==> src/rtl/huff_pkg.sv <==
// rtl/huff_pkg.sv - shared constants, state encoding and code-table entry type for huff_packer
package huff_pkg;

  localparam int NSYM   = 6;
  localparam int MAXLEN = 7;

  typedef enum logic [1:0] {
    IDLE  = 2'd0,
    RUN   = 2'd1,
    FLUSH = 2'd2
  } state_t;

  typedef struct packed {
    logic [7:0] code;
    logic [2:0] len;
  } code_entry_t;

  // Number of set bits in a byte; the code length is the popcount of its mask.
  function automatic logic [3:0] popcount8(input logic [7:0] v);
    logic [3:0] n;
    n = '0;
    for (int i = 0; i < 8; i++) begin
      n = n + {3'b000, v[i]};
    end
    return n;
  endfunction

endpackage

==> src/rtl/huff_code_table.sv <==
// rtl/huff_code_table.sv - registered six-entry Huffman code table with symbol lookup
//
// Ports:
//   clk, reset      clock and synchronous active-low reset
//   load            capture hc_flat/m_flat into the table
//   hc_flat, m_flat packed code bits / masks, entry i in bits [8*i +: 8] (symbol i+1)
//   sym             symbol to look up (legal 1..NSYM)
//   code, len       right-aligned code and its length for sym
//   illegal         sym is 0 or above NSYM
module huff_code_table
  import huff_pkg::*;
#(
  parameter int NSYM   = 6,
  parameter int MAXLEN = 7
) (
  input  logic                clk,
  input  logic                reset,
  input  logic                load,
  input  logic [8*NSYM-1:0]   hc_flat,
  input  logic [8*NSYM-1:0]   m_flat,
  input  logic [7:0]          sym,
  output logic [7:0]          code,
  output logic [2:0]          len,
  output logic                illegal
);

  // Bits above the longest legal code never reach the packer buffer.
  localparam logic [7:0] LEN_MASK = 8'((1 << MAXLEN) - 1);

  code_entry_t tbl [NSYM];
  logic [3:0]  pc  [NSYM];

  always_comb begin
    for (int i = 0; i < NSYM; i++) begin
      pc[i] = popcount8(m_flat[8*i +: 8]);
    end
  end

  always_ff @(posedge clk) begin
    if (!reset) begin
      for (int i = 0; i < NSYM; i++) begin
        tbl[i] <= '0;
      end
    end else if (load) begin
      for (int i = 0; i < NSYM; i++) begin
        tbl[i].code <= hc_flat[8*i +: 8] & m_flat[8*i +: 8] & LEN_MASK;
        tbl[i].len  <= pc[i][2:0];
      end
    end
  end

  always_comb begin
    illegal = (sym == 8'd0) || (sym > 8'(NSYM));
    code    = '0;
    len     = '0;
    for (int i = 0; i < NSYM; i++) begin
      if (sym == 8'(i + 1)) begin
        code = tbl[i].code;
        len  = tbl[i].len;
      end
    end
  end

endmodule

==> src/rtl/huff_packer.sv <==
// rtl/huff_packer.sv - packs Huffman-coded gray symbols into an MSB-first byte stream
//
// Ports:
//   clk, reset              clock and synchronous active-low reset
//   code_valid, HC1..HC6,   code table load (accepted only in IDLE)
//   M1..M6
//   sym_valid, sym_data,    symbol input handshake
//   sym_ready
//   flush                   terminate the stream (honoured in RUN)
//   out_valid, out_data,    packed byte output handshake, first code bit in bit 7
//   out_last, out_ready
//   sym_err                 pulses the cycle after an illegal symbol is consumed
module huff_packer
  import huff_pkg::*;
#(
  parameter int NSYM   = 6,
  parameter int MAXLEN = 7
) (
  input  logic       clk,
  input  logic       reset,
  input  logic       code_valid,
  input  logic [7:0] HC1,
  input  logic [7:0] HC2,
  input  logic [7:0] HC3,
  input  logic [7:0] HC4,
  input  logic [7:0] HC5,
  input  logic [7:0] HC6,
  input  logic [7:0] M1,
  input  logic [7:0] M2,
  input  logic [7:0] M3,
  input  logic [7:0] M4,
  input  logic [7:0] M5,
  input  logic [7:0] M6,
  input  logic       sym_valid,
  input  logic [7:0] sym_data,
  output logic       sym_ready,
  input  logic       flush,
  output logic       out_valid,
  output logic [7:0] out_data,
  output logic       out_last,
  input  logic       out_ready,
  output logic       sym_err
);

  state_t      state;
  logic [15:0] bit_buf;
  logic [4:0]  cnt;
  logic        flush_pend;

  logic        tbl_load;
  logic [7:0]  lk_code;
  logic [2:0]  lk_len;
  logic        lk_illegal;

  logic        accept;
  logic        fire;
  logic [15:0] buf_shift;
  logic [4:0]  cnt_shift;
  logic [4:0]  sh;
  logic [15:0] app;
  logic [15:0] buf_next;
  logic [4:0]  cnt_next;

  assign tbl_load = (state == IDLE) && code_valid;

  huff_code_table #(
    .NSYM   (NSYM),
    .MAXLEN (MAXLEN)
  ) u_table (
    .clk     (clk),
    .reset   (reset),
    .load    (tbl_load),
    .hc_flat ({HC6, HC5, HC4, HC3, HC2, HC1}),
    .m_flat  ({M6, M5, M4, M3, M2, M1}),
    .sym     (sym_data),
    .code    (lk_code),
    .len     (lk_len),
    .illegal (lk_illegal)
  );

  // Handshake outputs are pure decodes of registered state, so they change
  // only on clock edges and hold while out_ready is low.
  always_comb begin
    sym_ready = (state == RUN) && !flush_pend && (cnt < 5'd8);
    out_valid = ((state == RUN) && (cnt >= 5'd8)) ||
                ((state == FLUSH) && (cnt != 5'd0));
    out_data  = bit_buf[15:8];
    // The last byte in FLUSH is the one that leaves no bits behind.
    out_last  = (state == FLUSH) && (cnt != 5'd0) && (cnt <= 5'd8);
  end

  assign accept = sym_valid && sym_ready;
  assign fire   = out_valid && out_ready;

  // Drain first, then append at the post-shift fill level. sym_ready requires
  // cnt < 8 so the appended code always fits in the 16-bit window.
  always_comb begin
    buf_shift = fire ? {bit_buf[7:0], 8'h00} : bit_buf;
    cnt_shift = fire ? ((cnt >= 5'd8) ? (cnt - 5'd8) : 5'd0) : cnt;
    sh        = 5'd16 - cnt_shift - {2'b00, lk_len};
    app       = {8'h00, lk_code} << sh;
    buf_next  = buf_shift;
    cnt_next  = cnt_shift;
    if (accept && !lk_illegal) begin
      buf_next = buf_shift | app;
      cnt_next = cnt_shift + {2'b00, lk_len};
    end
  end

  always_ff @(posedge clk) begin
    if (!reset) begin
      state      <= IDLE;
      bit_buf    <= '0;
      cnt        <= '0;
      flush_pend <= 1'b0;
      sym_err    <= 1'b0;
    end else begin
      bit_buf <= buf_next;
      cnt     <= cnt_next;
      sym_err <= accept && lk_illegal;
      case (state)
        IDLE: begin
          flush_pend <= 1'b0;
          if (code_valid) begin
            state <= RUN;
          end
        end
        RUN: begin
          // A symbol accepted in the same cycle as flush must still land
          // before the stream is closed.
          if (flush_pend && !accept) begin
            state      <= FLUSH;
            flush_pend <= 1'b0;
          end else if (flush) begin
            flush_pend <= 1'b1;
          end
        end
        FLUSH: begin
          if ((cnt == 5'd0) || (out_ready && (cnt <= 5'd8))) begin
            state <= IDLE;
          end
        end
        default: begin
          state <= IDLE;
        end
      endcase
    end
  end

endmodule

==> config.mk <==
export PLATFORM = sky130hd
export DESIGN_NAME = huff_packer
export DESIGN_NICKNAME = d
export VERILOG_FILES = /design/src/rtl/huff_pkg.sv /design/src/rtl/huff_code_table.sv /design/src/rtl/huff_packer.sv
export SDC_FILE = /design/constraint.sdc
export NUM_CORES = 1
export LEC_CHECK = 0
export CORE_ASPECT_RATIO = 1.4
export CORE_UTILIZATION = 25
export DETAILED_ROUTE_END_ITERATION = 16
export PLACE_DENSITY = 0.42
export SYNTH_ARGS = -nofsm -noshare
export SYNTH_HDL_FRONTEND = slang
export SYNTH_SLANG_ARGS = --single-unit
==> constraint.sdc <==
create_clock -name clk -period 12.5 [get_ports clk]
set_clock_uncertainty 0.2 [all_clocks]
set_input_delay 1.875 -clock clk [delete_from_list [all_inputs] [get_ports clk]]
set_output_delay 1.875 -clock clk [all_outputs]
set_load 0.005 [all_outputs]
**After elaboration in Yosys (flattened, before gate mapping)**

Memories as Yosys holds them, arrays and structs flattened.
Cells that the tools add are included.

- Add/subtract/negate cells: 46
- Magnitude comparators: 4
- Equal/unequal tests: 12
- Shifts and indexed selects: 1
- Multiplexer cells: 40
- Bitwise logic cells: 19
- Reductions and logical operators: 25

Operator list:

| cell | number |
|---|---|
| $add 3x1->3 | 36 |
| $mux 8 | 6 |
| $and 7x7->7 | 6 |
| $mux 7 | 6 |
| $mux 3 | 12 |
| $mux 16 | 2 |
| $eq 8x3->1 const B | 3 |
| $eq 8x2->1 const B | 2 |
| $or 16x16->16 | 1 |
| $shl 8x5->16 | 1 |
| $mux 5 | 3 |
| $add 1x1->2 | 6 |
| $logic_and 1x1->1 | 12 |
| $or 1x1->1 | 12 |
| $eq 8x1->1 const B | 1 |
| $gt 8x3->1 const B | 1 |
| $logic_not 8->1 | 1 |
| $mux 1 | 6 |
| $mux 2 | 3 |
| $pmux 2 s3 | 1 |
| $add 5x3->5 | 1 |
| $ge 5x4->1 const B | 1 |
| $le 5x4->1 const B | 1 |
| $logic_not 5->1 | 1 |
| other kinds (17) | 22 |

- Register bits: 25
- Memory bits (writable): 60
- Input port bits: 110
- Output and inout bits: 12
- Memories kept: 1

Memories:

| memory | words | width | read ports | clocked after memory_dff | wr ports | line | source |
|---|---|---|---|---|---|---|---|
| u_table.tbl | 6 | 10 | 6 | 0 | 6 | huff_code_table.sv:30 | `code_entry_t tbl [NSYM];` |

**Longest topological paths before layout**

Gate-level depths: netlist of the first run.

- Depth in word-level cells: 11
- Mapped depth: 18
- Gate-level depth less buffers: 16

**Modules after synthesis**

From an unflattened synthesis of the first run, not the netlist that was laid out.

- Cells, all modules: 548
- Area total of the unflattened synthesis: 5746.8 µm²

Modules (own cells, without submodules):

| module | instances | cells an instance | area an instance (µm²) | seq. area each (µm²) |
|---|---|---|---|---|
| huff_code_table | 1 | 320 | 3781.1 | 1801.7 |
| huff_packer | 1 | 228 | 1965.6 | 500.5 |

**Least setup slack after synthesis of the first run**

No wires, ideal clock.

- Kind: input-to-reg
- Start point: input port code_valid
- End point: memory u_table.tbl[0][0] (netlist name) (enable)
- Setup time: 0.561 ns
- Arrival time: 6.196 ns
- Data required time: 11.739 ns
- Path slack: 5.543 ns
- Stages on the path: 2
- Cells stage by stage: nand2b_1 > o21ai_0

RTL lines:

| item | line | source |
|---|---|---|
| start: declaration | huff_packer.sv:21 | `input logic code_valid,` |
| end: declaration | huff_code_table.sv:30 |  |

**Worst setup path after layout of the first run**

- Start point: input port sym_data[0]
- End point: register bit_buf[10]

- Cells in the longest elaborated chain, start to end: 11

Ends and longest elaborated chain:

| item | line | source |
|---|---|---|
| start: declaration | huff_packer.sv:35 | `input logic [7:0] sym_data,` |
| $eq 8x1->1 | huff_code_table.sv:57 | `if (sym == 8'(i + 1)) begin` |
| $mux 3 (6 in a row) | huff_code_table.sv:57 |  |
| $sub 5x3->5 | huff_packer.sv:100 | `sh = 5'd16 - cnt_shift - {2'b00, lk_len};` |
| $shl 8x5->16 | huff_packer.sv:101 | `app = {8'h00, lk_code} << sh;` |
| $or 16x16->16 | huff_packer.sv:105 | `buf_next = buf_shift \| app;` |
| $mux 16 (*) | huff_packer.sv:104 | `if (accept && !lk_illegal) begin` |
| end signal: assignment | huff_packer.sv:118 | `bit_buf <= buf_next;` |
| end: declaration | huff_packer.sv:46 | `logic [15:0] bit_buf;` |

Mark *: on every way between the ends. The rest lies on a longest branch, timed or not.
A chain may end at the register's enable or synchronous reset.

==> results of run 1 <==
metrics by stage:
step | instance area [um^2] | setup WS (ps) | instances | hold WS, ps | util
final | 7280 | 6090 | 933 | 251 | 0.332
after global routing | 7280 | 5650 | 933 | 283 | 0.332
after CTS | 7280 | 6010 | 933 | 257 | 0.332
after detailed placement | 7000 | 5670 | 917 | 243 | 0.319
after global placement | 7000 | 5680 | 917 | 236 | 0.319
after floorplan | 5610 | 5540 | 536 | 221 | -
worst max-delay path by stage:
| stage | start | slack [ps] | endpoint | depth (start not counted) |
|---|---|---|---|---|
| 2_1_floorplan | code_valid | 5540 | u_table.tbl[0][0]$_SDFFCE_PN0P_ | 2 |
| 3_3_place_gp | sym_data[0] | 5680 | bit_buf[14]$_SDFF_PN0_ | 13 |
| 3_5_place_dp | sym_data[0] | 5670 | bit_buf[14]$_SDFF_PN0_ | 13 |
| 4_1_cts | sym_data[0] | 6010 | bit_buf[14]$_SDFF_PN0_ | 13 |
| 5_1_grt | sym_data[0] | 5650 | bit_buf[10]$_SDFF_PN0_ | 13 |
| 6_report | sym_data[0] | 6090 | bit_buf[10]$_SDFF_PN0_ | 13 |
layout make-up:
cell class,count,area [um^2]
Sequential cell,85,2300
Inverter,66,248
Multi-Input combinational cell,352,2910
Tap cell,297,372
Clock inverter,7,55.1
Clock buffer,9,225
Timing Repair Buffer,117,1160
Fill cell,2288,14700
registers in the layout, indices dropped and copies added, names as in the netlist:
| signal | cells |
|---|---|
| u_table.tbl | 60 |
| sym_err | 1 |
| flush_pend | 1 |
| state | 2 |
| bit_buf | 16 |
| cnt | 5 |
critical path, cell delays in order:
cell	delay [ps]
clkdlybuf4s50_1	1000
nor2b_1	290
a21oi_1	130
a211oi_1	500
inv_1	90
ha_1	380
fa_1	810
clkinv_1	330
nor3_1	440
o211ai_1	190
a21oi_1	190
a21oi_1	70
o22ai_1	160
cell usage after synthesis (all sizes together), types with 2 or more instances:
library cell  instances  area share
edfxtp               60        0.32
xnor2                 5      0.0091
o21ai                14       0.012
o31ai                 2      0.0036
xor2                  6      0.0094
inv                  64       0.043
a221oi                3      0.0047
dfxtp                25       0.089
o211ai                3      0.0040
nand2b               13       0.014
nand3                 5      0.0054
and2                 11       0.012
nor3                 13       0.012
a211oi                5      0.0076
mux4                  6       0.024
a22oi                 2      0.0027
clkinv                2      0.0013
o22ai                10       0.011
nor2                 33       0.023
and3                 47       0.052
a21o                  2      0.0027
mux2                  7       0.014
ha                   21       0.047
fa                   27       0.096
nor2b                 2      0.0022
a21oi                16       0.014
nand3b                5      0.0067
nor4                  2      0.0049
nand2                39       0.026
a2bb2oi               2      0.0031
a22o                  3      0.0047
buf                  16       0.018
mux2i                32       0.057
clkbuf               17       0.011
power breakdown:
group          leakage (nW)  internal [mW]  total (mW)  switching (mW)
Clock                 0.133          0.137       0.253           0.116
Combinational          2.08         0.0782       0.158          0.0795
Sequential            0.853          0.323       0.330         0.00681
kinds of logic (layout without fill, tap and decap cells):
kind of cell	Yosys count	count (layout)
AOI/OAI and AO/OA	73	73
xor gates and xnor gates	11	11
adders and majority gates	48	48
buffers and inverters	99	199
DFF	85	85
muxes	45	45
and+or+nand+nor	175	175
layer usage:
layer	vias up	global-route usage
li1	2056	-
met1	1937	0.136
met2	101	0.242
met3	11	0.0221
met4	0	0.0466
met5	-	0
cell usage in the layout, fill, tap and decap left out, types with 10 or more instances in the layout:
| master | Yosys | layout |
|---|---|---|
| and3_1 | 47 | 47 |
| mux2i_1 | 32 | 32 |
| edfxtp_1 | 60 | 60 |
| nor2_1 | 32 | 31 |
| inv_1 | 64 | 64 |
| clkdlybuf4s50_1 | 0 | 114 |
| nand2_1 | 39 | 39 |
| nor3_1 | 13 | 13 |
| and2_1 | 10 | 10 |
| dfxtp_1 | 25 | 25 |
| ha_1 | 21 | 21 |
| a21oi_1 | 16 | 16 |
| nand2b_1 | 13 | 13 |
| o21ai_0 | 14 | 13 |
| o22ai_1 | 10 | 10 |
| fa_1 | 27 | 27 |
==> impl_metrics.ini, run 1 <==
[critical_path]
cp.required_ps = 12560
end_kind = flop
criticalPathCategory = in2reg
rrSetupSlack_ps = 7480
reg2reg_to = bit_buf[10]$_SDFF_PN0_
reg2reg_depth = 16
start_kind = primary input
arrival_ps = 6470
r2r-start = cnt[3]$_SDFF_PN0_
crit_fanout = 20

[die]
design.core.area_um2 = 21900
die_h_um = 179
start_util = 0.256
chipWidth_um = 129
rows = 64
num_io_pins = 122
die_area_um2 = 23100

[sta]
min_period_ps = 6410
relSlewSlack = 0.376
setup_tns_ps = 0
hold_viol = 0
setup_viol = 0
rsz0062_at_grt = false
period_share = 0.513
maxSlewViolCount = 0
worst_slew_pin_slew_ps = 929
max_freq_ghz = 0.156

[synth]
synth_compound_area_frac = 0.0914
synth_flop_cell = edfxtp_1
yosys.area_share.simple = 0.168
synth_top_family_by_area = simple AND/OR/NAND/NOR gates
postSynthAreaPerCell_um2 = 10.5
seq_area_frac_synth = 0.410
synth_adder_area_share = 0.143
synthMuxAreaShare = 0.0952
syn_inst = 536
synth_area_um2 = 5610
ys_async_sr_fraction = 0
ys_warn_count = 0
syn-num-nets = 694
yosysUniqueCellTypes = 59
ys_seq_elements = 85
synth-xor-area-share = 0.0185
synth_edf_count = 60

[layout]
n_antenna_cell = 0
nNetsFinal = 789
syn2layout_area_growth_pct = 29.7
drive_above_1_share = 0.0755

[global_route]
grt_first_pass_wirelength_um = 21600
grt_max_degree = 61
track_usage = 0.126
gr-total-overflow = 0
grt_pass1_vias = 4195
grt_antenna_before_repair = 0

[place]
gp_congestion = 0.786
dpl.hpwl_um = 11200
io_buffers = 115

[detailed_routing]
met2_wirelength_um = 7730
routed_wl_um = 13900
drt_iter0_drc = 187
ant_nets = 0
route.detailed.drc = 0
route.met3.wl_um = 476
routed.top_layer = met4
vias = 4105
dr.pass1.iters = 4
wl_per_cell_um = 14.9
wl_met1_um = 5530
vias_per_cell = 4.40

[clock_network]
post-cts-setup-buffers = 0
cts_tree = yes
numCtsBuffers = 9
cts_root_buf = clkbuf_16
cts-resized-gates = 0
cts_sinks = 85
insertion_delay_ps = 350
clk_pin_slew_ps = 60
cts_max_path_buffers = 2
htree_levels = 3
cts_hold_buf = 0

[power_and_ir_drop]
ir_worst_vdd_mv = 0.0604
power.leakage_nw = 3.06
power.total_mw = 0.740
power.density_nw_per_um2 = 102

[flow_run]
maxCapViolations = 0

[worst_hold_path]
holdPathEnd = bit_buf[5]$_SDFF_PN0_
hp-start = bit_buf[5]$_SDFF_PN0_
worstHoldPathType = reg2reg
whs_path_depth = 2

[run_status]
status = completed
(Power assumes the default switching activity.)
==> inputs of run 2 (changes only) <==
- PLACE_DENSITY: 0.42 -> 0.44
- clock period: 12.5 -> 5.4 ns (I/O delays scaled with it)
==> run 2 against run 1 <==
Compared with the run above: power grew 150%; combinational power grew 140%; count of clock-buffer cells in the layout is the same; clock power grew to 2.7 times the previous value; cell count grew 0.86%; via count grew 1.4%; flip-flop and latch count is the same; core utilization grew 0.47 points; global-route usage grew 0.73 points; critical path depth grew 2; worst hold slack gained 4.6 ps; non-clock buffer count grew 8; largest cell class unchanged.
==> impl_metrics.ini, run 2 (synthesis gave the netlist of run 1 again) <==
[die]
start_util = 0.256
die_area_um2 = 23100
rows = 64
num_io_pins = 122
chipWidth_um = 129
design.core.area_um2 = 21900
die_h_um = 179

[critical_path]
arrival_ps = 4780
crit_path_frequent_cell = ha_1
end_kind = flop
worst_path_largest_cell_delay_ps = 610
cpMaxStageDelayCell = clkdlybuf4s50_1
path_buf_inv = 3
path_cells = clkdlybuf4s50_1 > nand2b_1 > o22ai_1 > o21ai_0 > and2_2 > ha_1 > inv_1 > ha_1 > fa_1 > clkinv_1 > mux2i_1 > nand3_1 > o31a_1 > mux2_2 > o31ai_2
reg2reg_to = bit_buf[14]$_SDFF_PN0_
cp.required_ps = 5460
rrSetupSlack_ps = 730
cp.depth = 15
r2r-start = cnt[3]$_SDFF_PN0_
criticalPathCategory = in2reg
start_kind = primary input
cp_top_family = adder cells
reg2reg_depth = 16
crit_fanout = 7

[detailed_routing]
routed_wl_um = 14700
vias = 4162
ant_nets = 0
drt_iter0_drc = 201
wl_per_cell_um = 15.6
route.detailed.drc = 0
vias_per_cell = 4.42
dr.pass1.iters = 4

[clock_network]
post-cts-setup-buffers = 0
htree_levels = 3
clk_pin_slew_ps = 60
cts_max_path_buffers = 2
cts_root_buf = clkbuf_16
cts_hold_buf = 0
cts_tree = yes
numCtsBuffers = 9
cts_sinks = 85
insertion_delay_ps = 350
cts-resized-gates = 0

[global_route]
grt_pass1_vias = 4384
grt_antenna_before_repair = 0
track_usage = 0.133
grt_first_pass_wirelength_um = 22800
grt_max_degree = 61
gr-total-overflow = 0

[layout]
regMostFlops = u_table.tbl
drive_above_1_share = 0.0854
layout_commonest_cell = clkdlybuf4s50_1
syn2layout_area_growth_pct = 31.5
n_antenna_cell = 0
nNetsFinal = 797
final_cell_mix = clkdlybuf4s50_1, inv_1, edfxtp_1
largest_register_ffs = 60
largestRegisters = u_table.tbl (60), bit_buf (16), cnt (5)

[sta]
min_period_ps = 4710
setup_tns_ps = 0
rsz0062_at_grt = false
period_share = 0.873
worst_slew_pin_slew_ps = 948
max_freq_ghz = 0.212
timing.final.ws_setup_ps = 685
relSlewSlack = 0.363
hold_viol = 0
setup_viol = 0
maxSlewViolCount = 0

[place]
io_buffers = 115
pre_cts_slack_ps = 372
gp_congestion = 0.781
dpl.hpwl_um = 11700

[worst_hold_path]
worstHoldPathType = reg2reg
holdPathEnd = bit_buf[0]$_SDFF_PN0_
whs_path_depth = 2
hp-start = bit_buf[0]$_SDFF_PN0_

[run_status]
status = completed

[power_and_ir_drop]
ir_worst_vdd_mv = 0.142
power.density_nw_per_um2 = 246
power.leakage_nw = 3.13

[flow_run]
maxCapViolations = 0
==> run 2: final cells by class <==
type / count / area, um^2
inverter: 66 / 248
tap: 297 / 372
fill: 2316 / 14600
multi-input combinational: 352 / 2910
timing repair buffer: 125 / 1220
sequential: 85 / 2300
clock buffer: 9 / 225
clock inverter: 7 / 97.6
==> run 2: worst max path at each step <==
stage                              to  slack, ps               from
6_report       bit_buf[14]$_SDFF_PN0_        690          out_ready
5_1_grt        bit_buf[10]$_SDFF_PN0_        430  cnt[3]$_SDFF_PN0_
4_1_cts        bit_buf[14]$_SDFF_PN0_        740          out_ready
3_5_place_dp   bit_buf[14]$_SDFF_PN0_        370          out_ready
3_3_place_gp   bit_buf[10]$_SDFF_PN0_        380          out_ready
2_1_floorplan  bit_buf[14]$_SDFF_PN0_        620        sym_data[0]
==> run 2: power by group <==
group          internal [mW]  total (mW)  leakage, nW  switching [mW]
logic                  0.185       0.373         2.12           0.188
clock network          0.409       0.680        0.159           0.272
registers              0.747       0.763        0.853          0.0159
==> run 2: routing by layer <==
layer,wire [um],GRT usage
met5,0,0
met4,278,0.0515
met3,465,0.0230
met2,8010,0.254
met1,5910,0.144
==> run 2: through the flow <==
stage / cells / total power [mW] / hold WS (ps) / instance area (um^2) / util
2_1_floorplan: 536 / 0.990 / 221 / 5610 / -
3_3_place_gp: 925 / 1.15 / 236 / 7060 / 0.322
3_5_place_dp: 925 / 1.16 / 248 / 7060 / 0.322
4_1_cts: 941 / 1.85 / 263 / 7380 / 0.336
5_1_grt: 941 / 1.91 / 284 / 7380 / 0.336
6_report: 941 / 1.82 / 255 / 7380 / 0.336
==> run 2: worst register-to-register path, stage by stage (launching register included) <==
cell      delay (ps)
dfxtp_1          560
inv_1            120
ha_1             290
nand2b_1         210
o22ai_1          370
o21ai_0          220
and2_2           270
ha_1             300
inv_1             50
ha_1             210
fa_1             520
clkinv_1         240
mux2i_1          270
nand3_1          110
o31a_1           180
mux2_2           300
o31ai_2          160
